<file path="config.mk">
export PLATFORM = sky130hd
export DESIGN_NAME = lm75a_i2c_reader
export DESIGN_NICKNAME = d
export VERILOG_FILES = /design/src/rtl/lm75a_i2c_reader.sv
export SDC_FILE = /design/constraint.sdc
export NUM_CORES = 1
export LEC_CHECK = 0
export BUFFER_PORTS_ARGS = -buffer_cell sky130_fd_sc_hd__clkbuf_2
export CELL_PAD_IN_SITES_DETAIL_PLACEMENT = 0
export CELL_PAD_IN_SITES_GLOBAL_PLACEMENT = 1
export CORE_ASPECT_RATIO = 1.75
export CORE_MARGIN = 2
export CORE_UTILIZATION = 40
export DETAILED_ROUTE_END_ITERATION = 7
export PLACE_DENSITY_LB_ADDON = 0.15
export SLEW_MARGIN = 30
export SYNTH_ARGS = -nofsm -noshare
export SYNTH_HDL_FRONTEND = slang
export SYNTH_SLANG_ARGS = --single-unit
</file>
<file path="constraint.sdc">
create_clock -name clk -period 8 [get_ports clk]
set_input_delay 1.6 -clock clk [delete_from_list [all_inputs] [get_ports clk]]
set_output_delay 1.6 -clock clk [all_outputs]
set_load 0.005 [all_outputs]
</file>
<file path="src/rtl/lm75a_i2c_reader.sv">
// Purpose: periodic I2C master; reads the LM75A temperature register (current-pointer read) into a 16-bit word.
// Latency: 29 bit slots (116*QDIV clk) per poll; valid pulses 112*QDIV clk after START slot entry.
// Backpressure: none; data is a held register and a poll wrap that lands while busy is dropped.
module lm75a_i2c_reader #(
    parameter logic [6:0] DEV_ADDR    = 7'h48,
    parameter int         QDIV        = 125,
    parameter int         POLL_CYCLES = 5_000_000
) (
    input  logic        clk,
    input  logic        rst_n,
    input  logic        sda_in,
    output logic        sda_oe,
    output logic        scl,
    output logic [15:0] data,
    output logic        valid,
    output logic        busy,
    output logic        ack_err
);

    localparam int QW = (QDIV > 1) ? $clog2(QDIV) : 1;
    localparam int PW = (POLL_CYCLES > 1) ? $clog2(POLL_CYCLES) : 1;

    localparam logic [QW-1:0] Q_LAST    = QW'(QDIV - 1);
    localparam logic [PW-1:0] POLL_LAST = PW'(POLL_CYCLES - 1);
    // Address phase byte: 7-bit slave address followed by R/W = 1 (read).
    localparam logic [7:0]    ADDR_BYTE = {DEV_ADDR, 1'b1};

    typedef enum logic [3:0] {
        ST_IDLE,
        ST_START,
        ST_ADDR,
        ST_AACK,
        ST_RD_MSB,
        ST_MACK,
        ST_RD_LSB,
        ST_MNACK,
        ST_STOP
    } state_t;

    state_t          state_q, state_d;
    logic [PW-1:0]   poll_cnt_q, poll_cnt_d;
    logic [QW-1:0]   qcnt_q, qcnt_d;
    logic [1:0]      quarter_q, quarter_d;
    logic [2:0]      bit_q, bit_d;
    // Only the bits that reach the output are kept: MSB[7:0] then LSB[7:5].
    logic [10:0]     rx_q, rx_d;
    logic            nack_q, nack_d;
    logic            scl_q, scl_d;
    logic            sda_oe_q, sda_oe_d;
    logic [15:0]     data_q, data_d;
    logic            valid_q, valid_d;
    logic            busy_q, busy_d;
    logic            ack_err_q, ack_err_d;

    logic            poll_wrap;
    logic            q_end;
    logic            slot_end;
    logic            sample_pt;

    assign scl     = scl_q;
    assign sda_oe  = sda_oe_q;
    assign data    = data_q;
    assign valid   = valid_q;
    assign busy    = busy_q;
    assign ack_err = ack_err_q;

    // Free-running poll period counter; its wrap is the only trigger for a transaction.
    always_comb begin
        poll_wrap  = (poll_cnt_q == POLL_LAST);
        poll_cnt_d = poll_wrap ? '0 : poll_cnt_q + PW'(1);
    end

    // Quarter-period and bit-slot timing; held at slot start while idle so START begins at Q0.
    always_comb begin
        q_end     = (qcnt_q == Q_LAST);
        slot_end  = q_end && (quarter_q == 2'd3);
        // The slave's bit is taken on the last cycle of Q2, mid-way through SCL high.
        sample_pt = (state_q != ST_IDLE) && q_end && (quarter_q == 2'd2);
        qcnt_d    = qcnt_q;
        quarter_d = quarter_q;
        if (state_q == ST_IDLE) begin
            qcnt_d    = '0;
            quarter_d = 2'd0;
        end else if (q_end) begin
            qcnt_d    = '0;
            quarter_d = quarter_q + 2'd1;
        end else begin
            qcnt_d    = qcnt_q + QW'(1);
        end
    end

    // Transaction sequencing, bit capture and result publication.
    always_comb begin
        state_d   = state_q;
        bit_d     = bit_q;
        rx_d      = rx_q;
        nack_d    = nack_q;
        data_d    = data_q;
        valid_d   = 1'b0;
        ack_err_d = ack_err_q;

        if (sample_pt) begin
            if (state_q == ST_AACK) begin
                nack_d = sda_in;
            end
            // LSB bits 4..0 are discarded, so shifting stops after LSB bit 5.
            if ((state_q == ST_RD_MSB) || ((state_q == ST_RD_LSB) && (bit_q <= 3'd2))) begin
                rx_d = {rx_q[9:0], sda_in};
            end
        end

        case (state_q)
            ST_IDLE: begin
                if (poll_wrap) begin
                    state_d = ST_START;
                end
            end
            ST_START: begin
                if (slot_end) begin
                    state_d = ST_ADDR;
                    bit_d   = 3'd0;
                end
            end
            ST_ADDR: begin
                if (slot_end) begin
                    if (bit_q == 3'd7) begin
                        state_d = ST_AACK;
                        bit_d   = 3'd0;
                    end else begin
                        bit_d   = bit_q + 3'd1;
                    end
                end
            end
            ST_AACK: begin
                if (slot_end) begin
                    if (nack_q) begin
                        // No device answered: abandon the read, keep the old data.
                        state_d   = ST_STOP;
                        ack_err_d = 1'b1;
                    end else begin
                        state_d   = ST_RD_MSB;
                        bit_d     = 3'd0;
                    end
                end
            end
            ST_RD_MSB: begin
                if (slot_end) begin
                    if (bit_q == 3'd7) begin
                        state_d = ST_MACK;
                        bit_d   = 3'd0;
                    end else begin
                        bit_d   = bit_q + 3'd1;
                    end
                end
            end
            ST_MACK: begin
                if (slot_end) begin
                    state_d = ST_RD_LSB;
                    bit_d   = 3'd0;
                end
            end
            ST_RD_LSB: begin
                if (slot_end) begin
                    if (bit_q == 3'd7) begin
                        state_d = ST_MNACK;
                        bit_d   = 3'd0;
                    end else begin
                        bit_d   = bit_q + 3'd1;
                    end
                end
            end
            ST_MNACK: begin
                if (slot_end) begin
                    // Both bytes land in one update so the display never sees a mixed value.
                    state_d   = ST_STOP;
                    data_d    = {rx_q, 5'b0};
                    valid_d   = 1'b1;
                    ack_err_d = 1'b0;
                end
            end
            ST_STOP: begin
                if (slot_end) begin
                    state_d = ST_IDLE;
                end
            end
            default: begin
                state_d = ST_IDLE;
            end
        endcase
    end

    // Bus pin levels for the next cycle, decoded from the next state so the pads are flop-driven.
    always_comb begin
        scl_d    = 1'b1;
        sda_oe_d = 1'b0;
        busy_d   = (state_d != ST_IDLE);
        case (state_d)
            ST_IDLE: begin
                scl_d    = 1'b1;
                sda_oe_d = 1'b0;
            end
            ST_START: begin
                // SCL stays high; SDA falls at Q2 entry to form the START condition.
                scl_d    = 1'b1;
                sda_oe_d = quarter_d[1];
            end
            ST_ADDR: begin
                scl_d    = quarter_d[1];
                sda_oe_d = ~ADDR_BYTE[3'd7 - bit_d];
            end
            ST_MACK: begin
                scl_d    = quarter_d[1];
                sda_oe_d = 1'b1;
            end
            ST_STOP: begin
                // SDA held low until Q3 so its release with SCL high forms the STOP condition.
                scl_d    = quarter_d[1];
                sda_oe_d = (quarter_d != 2'd3);
            end
            default: begin
                // AACK, RD_MSB, RD_LSB, MNACK: SDA released for the slave or for a NACK.
                scl_d    = quarter_d[1];
                sda_oe_d = 1'b0;
            end
        endcase
    end

    // FSM state register.
    always_ff @(posedge clk or negedge rst_n) begin
        if (!rst_n) begin
            state_q <= ST_IDLE;
        end else begin
            state_q <= state_d;
        end
    end

    // Counters, shift register and output registers; reset releases the bus at once.
    always_ff @(posedge clk or negedge rst_n) begin
        if (!rst_n) begin
            poll_cnt_q <= '0;
            qcnt_q     <= '0;
            quarter_q  <= 2'd0;
            bit_q      <= 3'd0;
            rx_q       <= '0;
            nack_q     <= 1'b0;
            scl_q      <= 1'b1;
            sda_oe_q   <= 1'b0;
            data_q     <= 16'h0000;
            valid_q    <= 1'b0;
            busy_q     <= 1'b0;
            ack_err_q  <= 1'b0;
        end else begin
            poll_cnt_q <= poll_cnt_d;
            qcnt_q     <= qcnt_d;
            quarter_q  <= quarter_d;
            bit_q      <= bit_d;
            rx_q       <= rx_d;
            nack_q     <= nack_d;
            scl_q      <= scl_d;
            sda_oe_q   <= sda_oe_d;
            data_q     <= data_d;
            valid_q    <= valid_d;
            busy_q     <= busy_d;
            ack_err_q  <= ack_err_d;
        end
    end

endmodule

</file>
==> results of run 1 <==
worst max-delay path by stage:
stage | start | endpoint | slack, ps
2_1_floorplan | qcnt_q[0] | sda_oe | 5340
5_1_grt | qcnt_q[0] | sda_oe | 5050
3_5_place_dp | qcnt_q[0] | sda_oe | 5190
4_1_cts | qcnt_q[0] | sda_oe | 5180
6_report | qcnt_q[0] | sda_oe | 5190
3_3_place_gp | qcnt_q[0] | sda_oe | 5220
cell usage in the layout, fill, tap and decap left out, types with 2 or more instances in the layout:
master     instances
nor4b_1            3
clkbuf_2          17
and4_1             2
nand2_1           51
clkbuf_8           2
ha_1               9
a21oi_1            3
nor3_1            10
nor2b_1            3
and3_2             3
nor4_1             5
mux2i_1            3
or2_1              2
nand2b_1           3
nor2_1            29
xnor2_1           13
dfrtp_1           66
and3_1             5
o21ai_0            7
clkbuf_16          9
mux2_2            13
xor2_1            12
nand4_1            6
conb_1             5
nand3_1           22
inv_1              9
nand4b_1           2
nand3b_1           2
buf_4              2
synth_stat cells (all sizes together) (3+ instances only):
library cell	instances	area share, %
mux2i	3	0.93
mux2	13	4.5
xnor2	13	3.5
nand2	52	6.3
ha	9	3.5
buf	9	2.1
clkbuf	5	0.58
and3	8	1.7
inv	9	1.0
nor2b	3	0.58
nand3	22	3.4
nor4b	3	0.82
nand2b	3	0.58
nor3	10	1.6
nor2	29	3.4
o21ai	7	1.1
nand4	6	1.2
nor4	6	1.4
dfrtp	66	51
xor2	12	3.3
a21oi	3	0.47
worst reg2reg max path: stages, from the launching register on:
cell and delay (ps):
dfrtp_1 420, inv_1 80, ha_1 190, and3_2 230, nand2_4 80, or4b_4 550, a22o_2 290, ha_1 280
nor2_1 40, mux2_2 260, nor4_1 160, o211a_1 180
sequential cells by signal (all words and copies together) (netlist names):
signal	cells
poll_cnt_q	23
data	11
rx_q	11
qcnt_q	7
state_q	4
bit_q	3
quarter_q	2
ack_err	1
busy	1
nack_q	1
scl	1
sda_oe	1
valid	1
stage by stage:
step                util (%)  cell area [sq um]  total power, mW
global route            47.2               3710            0.785
finish                  47.2               3710            0.757
CTS                     46.9               3680            0.768
global placement        42.9               3370            0.355
floorplan                  -               3240            0.349
detailed placement      42.9               3370            0.355
power groups by stage:
stage	Combinational [mW]	Clock (mW)	Sequential [mW]
floorplan	0.00289	0	0.346
global placement	0.00906	0	0.346
detailed placement	0.00912	0	0.346
CTS	0.00918	0.419	0.340
global route	0.0122	0.433	0.340
finish	0.0102	0.407	0.340
final cells by class:
class	instances	share of cell area, %
Timing Repair Buffer	21	3.57
Multi-Input combinational cell	230	38.8
Inverter	9	0.910
Clock inverter	5	1.62
Clock buffer	11	6.81
Tap cell	90	3.03
Sequential cell	67	45.2
layer usage:
| layer | GRT usage (%) | routed length [um] |
|---|---|---|
| met2 | 28.3 | 3440 |
| met3 | 3.78 | 204 |
| met5 | 0 | 0 |
| met4 | 8.37 | 190 |
| met1 | 18.7 | 2600 |
cells by family (layout without fill, tap and decap cells):
kind of cell | Yosys count | in the layout | synth area share, %
simple gates | 155 | 155 | 24.1
flops | 67 | 67 | 52.1
xor+xnor | 25 | 25 | 6.79
buf+inv | 23 | 46 | 3.69
compound gates | 20 | 20 | 4.27
mux | 16 | 16 | 5.47
fa+ha+maj | 9 | 9 | 3.49
other cells | 1 | 5 | 0.116
==> results_dict.tcl, run 1 <==
set metrics [dict create \
    path_cells "inv_1 -> ha_1 -> and3_2 -> nand2_4 -> or4b_4 -> a22o_2 -> ha_1 -> nor2_1 -> mux2_2 -> nor4_1 -> o211a_1" \
    netlist_area_sq_mm 0.00322 \
    final_max_slew_viol_count 0 \
    r2r_slack_ps 5190 \
    hold_viol 0 \
    grt_pass1_vias 2279 \
    crit_cells 11 \
    crit_path_frequent_cell "ha_1" \
    critPathCaptureType "register" \
    p_switching_mw 0.156 \
    detail-route-antenna-nets 0 \
    pwr-share-seq_pct 44.9 \
    worstHoldStart "data[14]" \
    ys_async_sr_fraction_pct 100 \
    portBuffers 18 \
    fin_skew_ps 8.18 \
    synth_cells 316 \
    hold_depth 2 \
    clk_pin_slew_ps 60 \
    cts.sinks 67 \
    start_kind "register" \
    setup_tns_ps 0 \
    die_h_um 123 \
    drtPass1Iterations 4 \
    yosys_warnings 0 \
    start_util_pct 41.0 \
    htreeDepth 3 \
    synth_edf_count 0 \
    track_usage_pct 16.4 \
    dpl.hpwl_um 4580 \
    slowest_stage "or4b_4" \
    yosysSeqAreaShare_pct 52.1 \
    worst_ep_arrival_time_ps 3080 \
    ys.flop_type "dfrtp_1" \
    max_stage_delay_ps 550 \
    antenna_cells 0 \
    num-nets-final 350 \
    ys_ff_latch 67 \
    r2r_end "sda_oe" \
    vdd_ir_drop_max_v 0.000144 \
    nFillCells 735 \
    fp.dieW_um 71.9 \
    cp.required_ps 8270 \
    critPathTopFamily "simple AND/OR/NAND/NOR gates" \
    clock_latency_ps 330 \
    power.share.clock_pct 53.7 \
    reg2regPathDepth 11 \
    postCtsSetupRepairBufs 0 \
    cts_tree "done" \
    hp-class "register to register" \
    place_congestion 0.806 \
    rows 43 \
    synthToLayoutAreaGrowth_pct 15.1 \
    avgSynthCellArea_sq_um 10.2 \
    holdPathEnd "data[14]" \
    max_clock_freq_ghz 0.356 \
    numCtsBuffers 9 \
    combPwrFrac_pct 1.4 \
    drive_gt1_share_pct 17.8 \
    core_sq_mm 0.00786 \
    status "finished clean" \
    drc_errors 0 \
    drt-total-wl_um 6440 \
    io_pins 24 \
    cts_resized 0 \
    critPathBufInv 1 \
    worst_slew_pin_slew_ps 598 \
    fin_ws_ps 5190 \
    r2r-start "qcnt_q[0]" \
    drt_iter0_drc 79 \
    switching_share_pct 20.6 \
    finalWorstPathRequiredPeriod_ps 2810 \
    via_count 2279 \
    whs_ps 468 \
    seqCellArea_sq_mm 0.00168 \
    wl_per_cell_um 14.9 \
    final_cells 433 \
    grt_max_degree 68 \
    p_leak_nw 1.82 \
    synth.distinct_cells 47 \
    hold_buffers 0 \
    setup_violations 0 \
    path_class "register to register" \
    clock_path_buffers 2 \
    grt_pass1_wl_um 11000 \
    cap_violations 0 \
    overflow 0 \
    antenna_found_initial 0 \
    p_int_mw 0.601 \
    dieArea_sq_mm 0.00882 \
    dp_worst_setup_slack_ps 5190 \
    timing.final.crit_share_pct 35.1 \
    cts_root_buf "clkbuf_16" \
    multiInputGateArea_sq_mm 0.00144 \
    max_slew_margin_pct 59.8 \
    path_max_fanout 6 \
    rsz0062_at_grt "false" \
    dp.cells 416 \
    avgViaCountPerCell 5.26 \
    powerDensity_mw_per_mm2 204 \
]
Note: power is estimated with default switching activity, not from simulation.
==> run 2, diff against run 1 <==
clock period = 2.6 ns   (was 8 ns; I/O delays follow)
==> results_dict.tcl, run 2 (synthesized netlist as in run 1, its figures left out) <==
set metrics [dict create \
    status "finished clean" \
    fin_ws_ps 19.9 \
    htreeDepth 3 \
    wl_per_cell_um 14.8 \
    hp-class "input pin to async pin" \
    cts.sinks 67 \
    hold_buffers 0 \
    antenna_cells 0 \
    critPathCaptureType "register" \
    reg2regPathDepth 11 \
    final_cells 452 \
    dp.cells 436 \
    dp_worst_setup_slack_ps -68.4 \
    overflow 0 \
    seqCellArea_sq_mm 0.00168 \
    dieArea_sq_mm 0.00882 \
    cp.required_ps 2860 \
    p_int_mw 1.78 \
    path_max_fanout 2 \
    track_usage_pct 17.0 \
    drive_gt1_share_pct 23.5 \
    rsz0062_at_grt "true" \
    setup_violations 0 \
    antenna_found_initial 0 \
    cts_root_buf "clkbuf_16" \
    finalWorstPathRequiredPeriod_ps 2580 \
    r2r_slack_ps 20 \
    io_pins 24 \
    cap_violations 0 \
    hold_viol 0 \
    switching_share_pct 20.2 \
    grt_pass1_vias 2328 \
    cts_tree "done" \
    top_register "poll_cnt_q" \
    detail-route-antenna-nets 0 \
    max_slew_margin_pct 57.3 \
    start_util_pct 41.0 \
    clk_pin_slew_ps 50 \
    max_clock_freq_ghz 0.388 \
    drtPass1Iterations 4 \
    via_count 2361 \
    avgViaCountPerCell 5.22 \
    multiInputGateArea_sq_mm 0.00151 \
    power.share.clock_pct 51.8 \
    worst_ep_arrival_time_ps 2840 \
    powerDensity_mw_per_mm2 574 \
    dpl.hpwl_um 4810 \
    vdd_ir_drop_max_v 0.000328 \
    synthToLayoutAreaGrowth_pct 20.8 \
    r2r-start "qcnt_q[1]" \
    numCtsBuffers 9 \
    final_cell_mix "dfrtp_1 (66), nand2_1 (51), nor2_1 (28), nand3_1 (22), buf_4 (22)" \
    portBuffers 18 \
    start_kind "register" \
    grt_max_degree 43 \
    largest_reg_flops 23 \
    die_h_um 123 \
    final_util_pct 49.6 \
    path_class "register to register" \
    rows 43 \
    fp.dieW_um 71.9 \
    r2r_end "sda_oe" \
    clock_path_buffers 2 \
    worst_slew_pin_slew_ps 641 \
    num-nets-final 370 \
    final_common_cell "dfrtp_1" \
    drt-total-wl_um 6710 \
    combPwrFrac_pct 1.3 \
    pwr-share-seq_pct 46.9 \
    grt_pass1_wl_um 11200 \
    clock_latency_ps 320 \
    p_leak_nw 1.91 \
    timing.final.crit_share_pct 99.2 \
    nFillCells 760 \
    final_max_slew_viol_count 0 \
    drc_errors 0 \
    p_switching_mw 0.450 \
    place_congestion 0.829 \
    fin_skew_ps 2.24 \
    core_sq_mm 0.00786 \
    drt_iter0_drc 110 \
]
==> run 2: area by class of cell <==
type / instances / area share [%]
clock inverters: 5 / 1.41
well taps: 90 / 2.89
inverters: 9 / 0.868
flip-flops and latches: 67 / 43.1
repair buffers: 41 / 7.07
clock buffers: 10 / 5.88
multi-input cells: 230 / 38.8
==> run 2: worst max-delay path, stage by stage, from the launching register on <==
cell	delay (ps)
dfrtp_1	370
inv_1	60
ha_2	170
and3_4	190
nand2_4	50
or4b_4	520
a22o_4	270
ha_4	270
nor2_2	30
mux2_4	280
nor4_4	120
o211a_1	180
==> run 2: repair_timing <==
action / 4_1_cts / 5_1_grt
endpoints found under the setup margin: 1 / 1
resized for setup: 3 / 6
pin swaps: 1 / 1
endpoints found under the hold margin: 0 / 0
setup buffers: 1 / 0
cloned: 0 / 0
==> run 2: power groups by stage <==
| stage | sequential [mW] | combinational (mW) | clock (mW) |
|---|---|---|---|
| global placement | 1.06 | 0.0308 | 0 |
| detailed placement | 1.06 | 0.0310 | 0 |
| CTS | 1.05 | 0.0313 | 1.19 |
| global route | 1.05 | 0.0355 | 1.25 |
| floorplan | 1.06 | 0.00890 | 0 |
| finish | 1.05 | 0.0292 | 1.16 |
==> run 2: worst max path at each step <==
stage | start | endpoint | slack [ps] | cells past startpoint
6_report | qcnt_q[1] | sda_oe | 20 | 11
2_1_floorplan | qcnt_q[0] | sda_oe | -40 | 11
3_3_place_gp | qcnt_q[0] | sda_oe | -10 | 11
3_5_place_dp | qcnt_q[0] | sda_oe | -70 | 11
4_1_cts | qcnt_q[0] | sda_oe | -2 | 11
5_1_grt | qcnt_q[0] | sda_oe | -80 | 11
==> run 2: stage by stage <==
step                      total power [mW]  area (sq um)  TNS (ps)  hold WS (ps)
after global placement                1.10          3540     -10.8           445
after detailed placement              1.10          3540     -68.4           449
after floorplan                       1.07          3240     -39.9           224
after global routing                  2.33          3890     -81.8           250
after CTS                             2.27          3860     -2.17           231
final                                 2.23          3890         0           215
==> run 2: metal layers <==
| layer | track usage [%] | up-vias | routed length (um) |
|---|---|---|---|
| met5 | 0 | - | 0 |
| met2 | 29.0 | 41 | 3650 |
| met1 | 18.9 | 1141 | 2630 |
| li1 | - | 1162 | - |
| met3 | 5.09 | 17 | 208 |
| met4 | 8.84 | 0 | 232 |
